$ cat config.mk
export PLATFORM = sky130hd
export DESIGN_NAME = sap_control_unit
export DESIGN_NICKNAME = d
export VERILOG_FILES = /design/src/rtl/sap_control_unit.sv
export SDC_FILE = /design/constraint.sdc
export NUM_CORES = 1
export LEC_CHECK = 0
export BUFFER_PORTS_ARGS = -buffer_cell sky130_fd_sc_hd__clkbuf_2
export CAP_MARGIN = 20
export CORE_AREA = 5 5 42 44
export CTS_BUF_LIST = sky130_fd_sc_hd__clkbuf_4 sky130_fd_sc_hd__clkbuf_8
export DETAILED_ROUTE_END_ITERATION = 7
export DIE_AREA = 0 0 47 49
export PLACE_DENSITY = 0.57
export SYNTH_ARGS = -nofsm -noshare
export SYNTH_HDL_FRONTEND = slang
export SYNTH_SLANG_ARGS = --single-unit
export TNS_END_PERCENT = 50
$ cat constraint.sdc
create_clock -name clk -period 2.9 [get_ports clk]
set_input_delay 0.145 -clock clk [delete_from_list [all_inputs] [get_ports clk]]
set_output_delay 0.145 -clock clk [all_outputs]
set_load 0.02 [all_outputs]
$ cat src/rtl/sap_control_unit.sv
// sap_control_unit: SAP-1 ring-counter sequencer and opcode decoder driving the shared-bus control word.
module sap_control_unit #(
  parameter logic [3:0] OP_LDA = 4'b0000,
  parameter logic [3:0] OP_ADD = 4'b0001,
  parameter logic [3:0] OP_SUB = 4'b0010,
  parameter logic [3:0] OP_OUT = 4'b1110,
  parameter logic [3:0] OP_HLT = 4'b1111
) (
  input  logic       clk,
  input  logic       low_async_reset,
  input  logic [3:0] opcode,
  output logic       pc_inc,
  output logic       low_pc_o_en,
  output logic       low_mar_i_en,
  output logic       low_ram_o_en,
  output logic       low_ir_i_en,
  output logic       low_ir_o_en,
  output logic       low_a_i_en,
  output logic       low_a_o_en,
  output logic       low_b_i_en,
  output logic       low_alu_o_en,
  output logic       alu_sub,
  output logic       low_out_i_en,
  output logic       halt,
  output logic [5:0] t_state
);
  typedef enum logic [2:0] {T1, T2, T3, T4, T5, T6, HALTED} state_t;
  state_t state_q, state_d;
  logic mem_op;
  // Advancing on the falling edge keeps the word stable half a cycle ahead of datapath capture.
  always_ff @(negedge clk or negedge low_async_reset)
    if (!low_async_reset) state_q <= T1;
    else state_q <= state_d;
  assign mem_op  = opcode == OP_LDA || opcode == OP_ADD || opcode == OP_SUB;
  assign halt    = state_q == HALTED;
  assign t_state = halt ? 6'b0 : 6'b1 << state_q;
  always_comb begin
    state_d      = state_q;
    pc_inc       = 1'b0;
    low_pc_o_en  = 1'b1;
    low_mar_i_en = 1'b1;
    low_ram_o_en = 1'b1;
    low_ir_i_en  = 1'b1;
    low_ir_o_en  = 1'b1;
    low_a_i_en   = 1'b1;
    low_a_o_en   = 1'b1;
    low_b_i_en   = 1'b1;
    low_alu_o_en = 1'b1;
    alu_sub      = 1'b0;
    low_out_i_en = 1'b1;
    case (state_q)
      T1: state_d = T2;
      T2: state_d = T3;
      T3: state_d = T4;
      T4: state_d = opcode == OP_HLT ? HALTED : T5;
      T5: state_d = T6;
      T6: state_d = T1;
      HALTED: state_d = HALTED;
      default: state_d = T1;
    endcase
    // The whole word is held inactive while reset is low, even though the state already reads T1.
    if (low_async_reset) begin
      case (state_q)
        T1: begin
          low_pc_o_en  = 1'b0;
          low_mar_i_en = 1'b0;
        end
        T2: pc_inc = 1'b1;
        T3: begin
          low_ram_o_en = 1'b0;
          low_ir_i_en  = 1'b0;
        end
        T4: begin
          low_ir_o_en  = !mem_op;
          low_mar_i_en = !mem_op;
          low_a_o_en   = opcode != OP_OUT;
          low_out_i_en = opcode != OP_OUT;
        end
        T5: begin
          low_ram_o_en = !mem_op;
          low_a_i_en   = opcode != OP_LDA;
          low_b_i_en   = !(opcode == OP_ADD || opcode == OP_SUB);
        end
        T6: begin
          low_alu_o_en = !(opcode == OP_ADD || opcode == OP_SUB);
          low_a_i_en   = !(opcode == OP_ADD || opcode == OP_SUB);
          alu_sub      = opcode == OP_SUB;
        end
        default: ;
      endcase
    end
  end
endmodule

# After elaboration in Yosys (flattened, before gate mapping)
# Index checks and enable logic that the tools add are counted.
[word_totals] reg_bits=3 latch_bits=0 ram_bits=0 rom_bits=0 in_bits=6 output_inout_bits=19 wordCells=45 memories=0
[op_classes] n_addsub=0 mul=0 div=0 magnitude_cmp=0 n_eq_ne=10 shift=1 mux=25 bitwise_logic=0 reduce_logical=8
[ops] op="$mux W1" count=19
[ops] op="$pmux W3 S6" count=1
[ops] op="$eq A3 B3 Y1 const B" count=3
[ops] op="$eq A3 B2 Y1 const B" count=2
[ops] op="$mux W6" count=1
[ops] op="$pmux W1 S2" count=3
[ops] op="$shl A1 B3 Y6 const A" count=1
[ops] op="$eq A4 B1 Y1 const B" count=1
[ops] op="$eq A4 B2 Y1 const B" count=1
[ops] op="$eq A4 B4 Y1 const B" count=1
[ops] op="$logic_not A4 Y1" count=1
[ops] op="$ne A4 B4 Y1 const B" count=1
[ops] op="$reduce_bool A4 Y1" count=1
[ops] op="$eq A3 B1 Y1 const B" count=1
[ops] op="$logic_not A3 Y1" count=1
[ops] op="$logic_or A1 B1 Y1" count=3
[ops] op="$logic_not A1 Y1" count=2
[ops] op="$mux W2" count=1

# Logic depth before layout (Yosys ltp)
[depth] word_depth=6 mapped_depth=5 ltp_nobuf=3

==> impl_metrics.env <==
export IMPL_synthesis_area_um2=360
export IMPL_synth_area_per_cell_um2=8.19
export IMPL_slew_violations=0
export IMPL_drive_above_1_share_pct=61.8
export IMPL_place_gp_congestion=0.699
export IMPL_syn_to_final_growth_pct=73.6
export IMPL_setup_violations=9
export IMPL_largest_reg_flops=3
export IMPL_fin_skew_ns=0.00220
export IMPL_start_util_pct=25.7
export IMPL_dpl_cell_area_um2=504
export IMPL_die_w_um=47
export IMPL_violations="negative setup slack"
export IMPL_regMostFlops="state_q"
export IMPL_synth_cell_type_count=24
export IMPL_ir_drop_mv=0.438
export IMPL_hold_class="reg -> reg"
export IMPL_clock_sinks=3
export IMPL_io_buffer_count=24
export IMPL_grt_max_degree=12
export IMPL_synth_seq_area_share_pct=20.8
export IMPL_antenna_left=0
export IMPL_vias=431
export IMPL_clk_latency_ns=0.25
export IMPL_wl_met3_um=69
export IMPL_core_mm2=0.00140
export IMPL_vias_per_cell=4.68
export IMPL_power_switching_mw=0.277
export IMPL_wl_met2_um=579
export IMPL_drtPass1Iterations=4
export IMPL_die_h_um=49
export IMPL_worst_setup_path_end_kind="output pin"
export IMPL_pwr_share_comb_pct=69.9
export IMPL_cp_required_ns=2.76
export IMPL_synthCells=44
export IMPL_clockRootBuffer="clkbuf_4"
export IMPL_rsz0062_at_grt="yes"
export IMPL_grt_pass1_vias=400
export IMPL_synthTopCellsByArea="dfrtn_1, nor3b_2, and4b_1, nand3_1, nand2_1"
export IMPL_startpoint_type="flip-flop"
export IMPL_tns_ns=-0.521
export IMPL_p_per_area_mw_per_mm2=965
export IMPL_synthesis_nets=50
export IMPL_drc=0
export IMPL_tightest_slew_ns=0.266
export IMPL_fin_ws_ns=-0.0909
export IMPL_power_leakage_nw=0.297
export IMPL_synth_top_area_share_pct=20.8
export IMPL_io_pins=25
export IMPL_drt_iter0_markers=2
export IMPL_cts_htree_levels=1
export IMPL_nets=83
export IMPL_synth_area_leader_cell="dfrtn_1"
export IMPL_slew_limit_headroom_pct=82.2
export IMPL_routedWlPerCell_um=11.7
export IMPL_path_clk_slew_ns=0.03
export IMPL_ys_ff_latch=3
export IMPL_overflow=0
export IMPL_cts_buffers=3
export IMPL_drt_met1_wl_um=428
export IMPL_die_area_mm2=0.00230
export IMPL_fin_area_um2=626
export IMPL_grt_use_total_pct=10.0
export IMPL_clk_path_buf_depth=2
export IMPL_grt_pass1_wl_um=1690
export IMPL_status="complete, but fails checks"
export IMPL_cap_viol_max_count=0
export IMPL_dp_hpwl_um=774
export IMPL_antenna_found_initial=0
export IMPL_highest_layer="met3"
export IMPL_n_antenna_cell=0
export IMPL_swShare_pct=45.9
export IMPL_synth_warnings=0
export IMPL_path_class="reg -> out"
export IMPL_wl_um=1080
export IMPL_num_rows=14
export IMPL_crit_fanout=5
export IMPL_hold_viol=0
export IMPL_pwr_share_clk_pct=13.5
export IMPL_hold_buffers=0
export IMPL_biggestRegsByFlops="state_q x3"
export IMPL_pwr_share_seq_pct=16.6
export IMPL_cellInternalPower_mw=0.327
export IMPL_arrival_ns=2.85
export IMPL_tritoncts="built"
-- critical path, cell delays in order (launching register included) --
cell and delay (ns):
dfrtn_1 0.39, buf_4 0.18, nor3b_2 0.24, a21o_1 0.14, nand2_1 0.04, clkbuf_2 0.16
-- routing by layer --
layer | GRT usage, % | up-vias
met2 | 17.0 | 16
met5 | 0 | -
met4 | 5.53 | 0
met3 | 2.21 | 0
met1 | 10.8 | 197
li1 | - | 218
-- per-stage QoR --
step,hold WS [ns],util [%],total power [mW],instances,setup WS (ns)
finish,0.498,44.6,0.604,92,-0.0909
global route,0.508,44.6,0.645,92,-0.177
CTS,0.462,41.4,0.570,91,-0.0708
detailed placement,0.511,36.0,0.437,83,0.0949
global placement,0.493,36.0,0.435,83,0.121
floorplan,0.389,-,0.338,44,-0.0160
-- power by group through the flow --
stage	Combinational [mW]	Sequential, mW	Clock, mW
after detailed placement	0.329	0.107	0
final	0.422	0.100	0.0816
after CTS	0.392	0.0935	0.0843
after floorplan	0.260	0.0781	0
after global routing	0.452	0.106	0.0868
after global placement	0.330	0.105	0
-- cell usage after synthesis --
cell and count:
inv_1 2, a211oi_2 1, nor2_1 1, nor2b_1 1, o21ai_1 1, nor3b_1 1, xor2_1 2, nor3b_2 4
nand2_1 5, buf_2 2, and2_1 1, nor3_2 1, a21oi_1 1, buf_4 2, dfrtn_1 3, and4b_1 2
nand3b_1 2, o21ai_0 3, a21o_1 1, a31oi_1 1, nand3_1 4, nand4_1 1, nand4b_1 1, buf_6 1
-- what timing repair did --
item | in CTS | in global routing
setup endpoints to repair | 16 | 16
resized for setup | 6 | 21
setup buffers | 4 | 1
pin swaps | 0 | 3
-- worst paths after layout --
path	slack, ns	end	start	depth (start not counted)
setup / recovery	-0.09	low_ram_o_en	state_q[0]	5
setup reg to reg	1.74	state_q[1]	state_q[0]	5
hold / removal	0.50	state_q[2]	state_q[0]	1
hold reg to reg	0.50	state_q[2]	state_q[0]	1
min in group asynchronous	1.09	state_q[2]	low_async_reset	1
max in group asynchronous	1.58	state_q[1]	low_async_reset	1
-- cells by family (layout without fill, tap and decap cells) --
| family | after synthesis | count (layout) | synth area share, % |
|---|---|---|---|
| and+or+nand+nor | 24 | 24 | 47.9 |
| AOI/OAI and AO/OA | 8 | 8 | 14.2 |
| buffers and inverters | 7 | 39 | 12.2 |
| DFF | 3 | 3 | 20.8 |
| xor gates and xnor gates | 2 | 2 | 4.86 |
-- layout make-up --
cell class / instances / area, um^2
fillers: 149 / 776
inverters: 2 / 7.51
repair buffers: 33 / 235
multi-input cells: 34 / 258
well taps: 16 / 20.0
clock buffers: 4 / 30.0
flip-flops and latches: 3 / 75.1
-- layout by cell type (no fill, tap or decap), drive strengths merged, types with 2 or more instances in the layout --
cell type	instances
nand3	4
xor2	2
nor3b	5
clkbuf	19
nand2	5
buf	18
inv	2
nand3b	2
and4b	2
dfrtn	3
o21ai	4
Power figures use the tool's default switching activity.
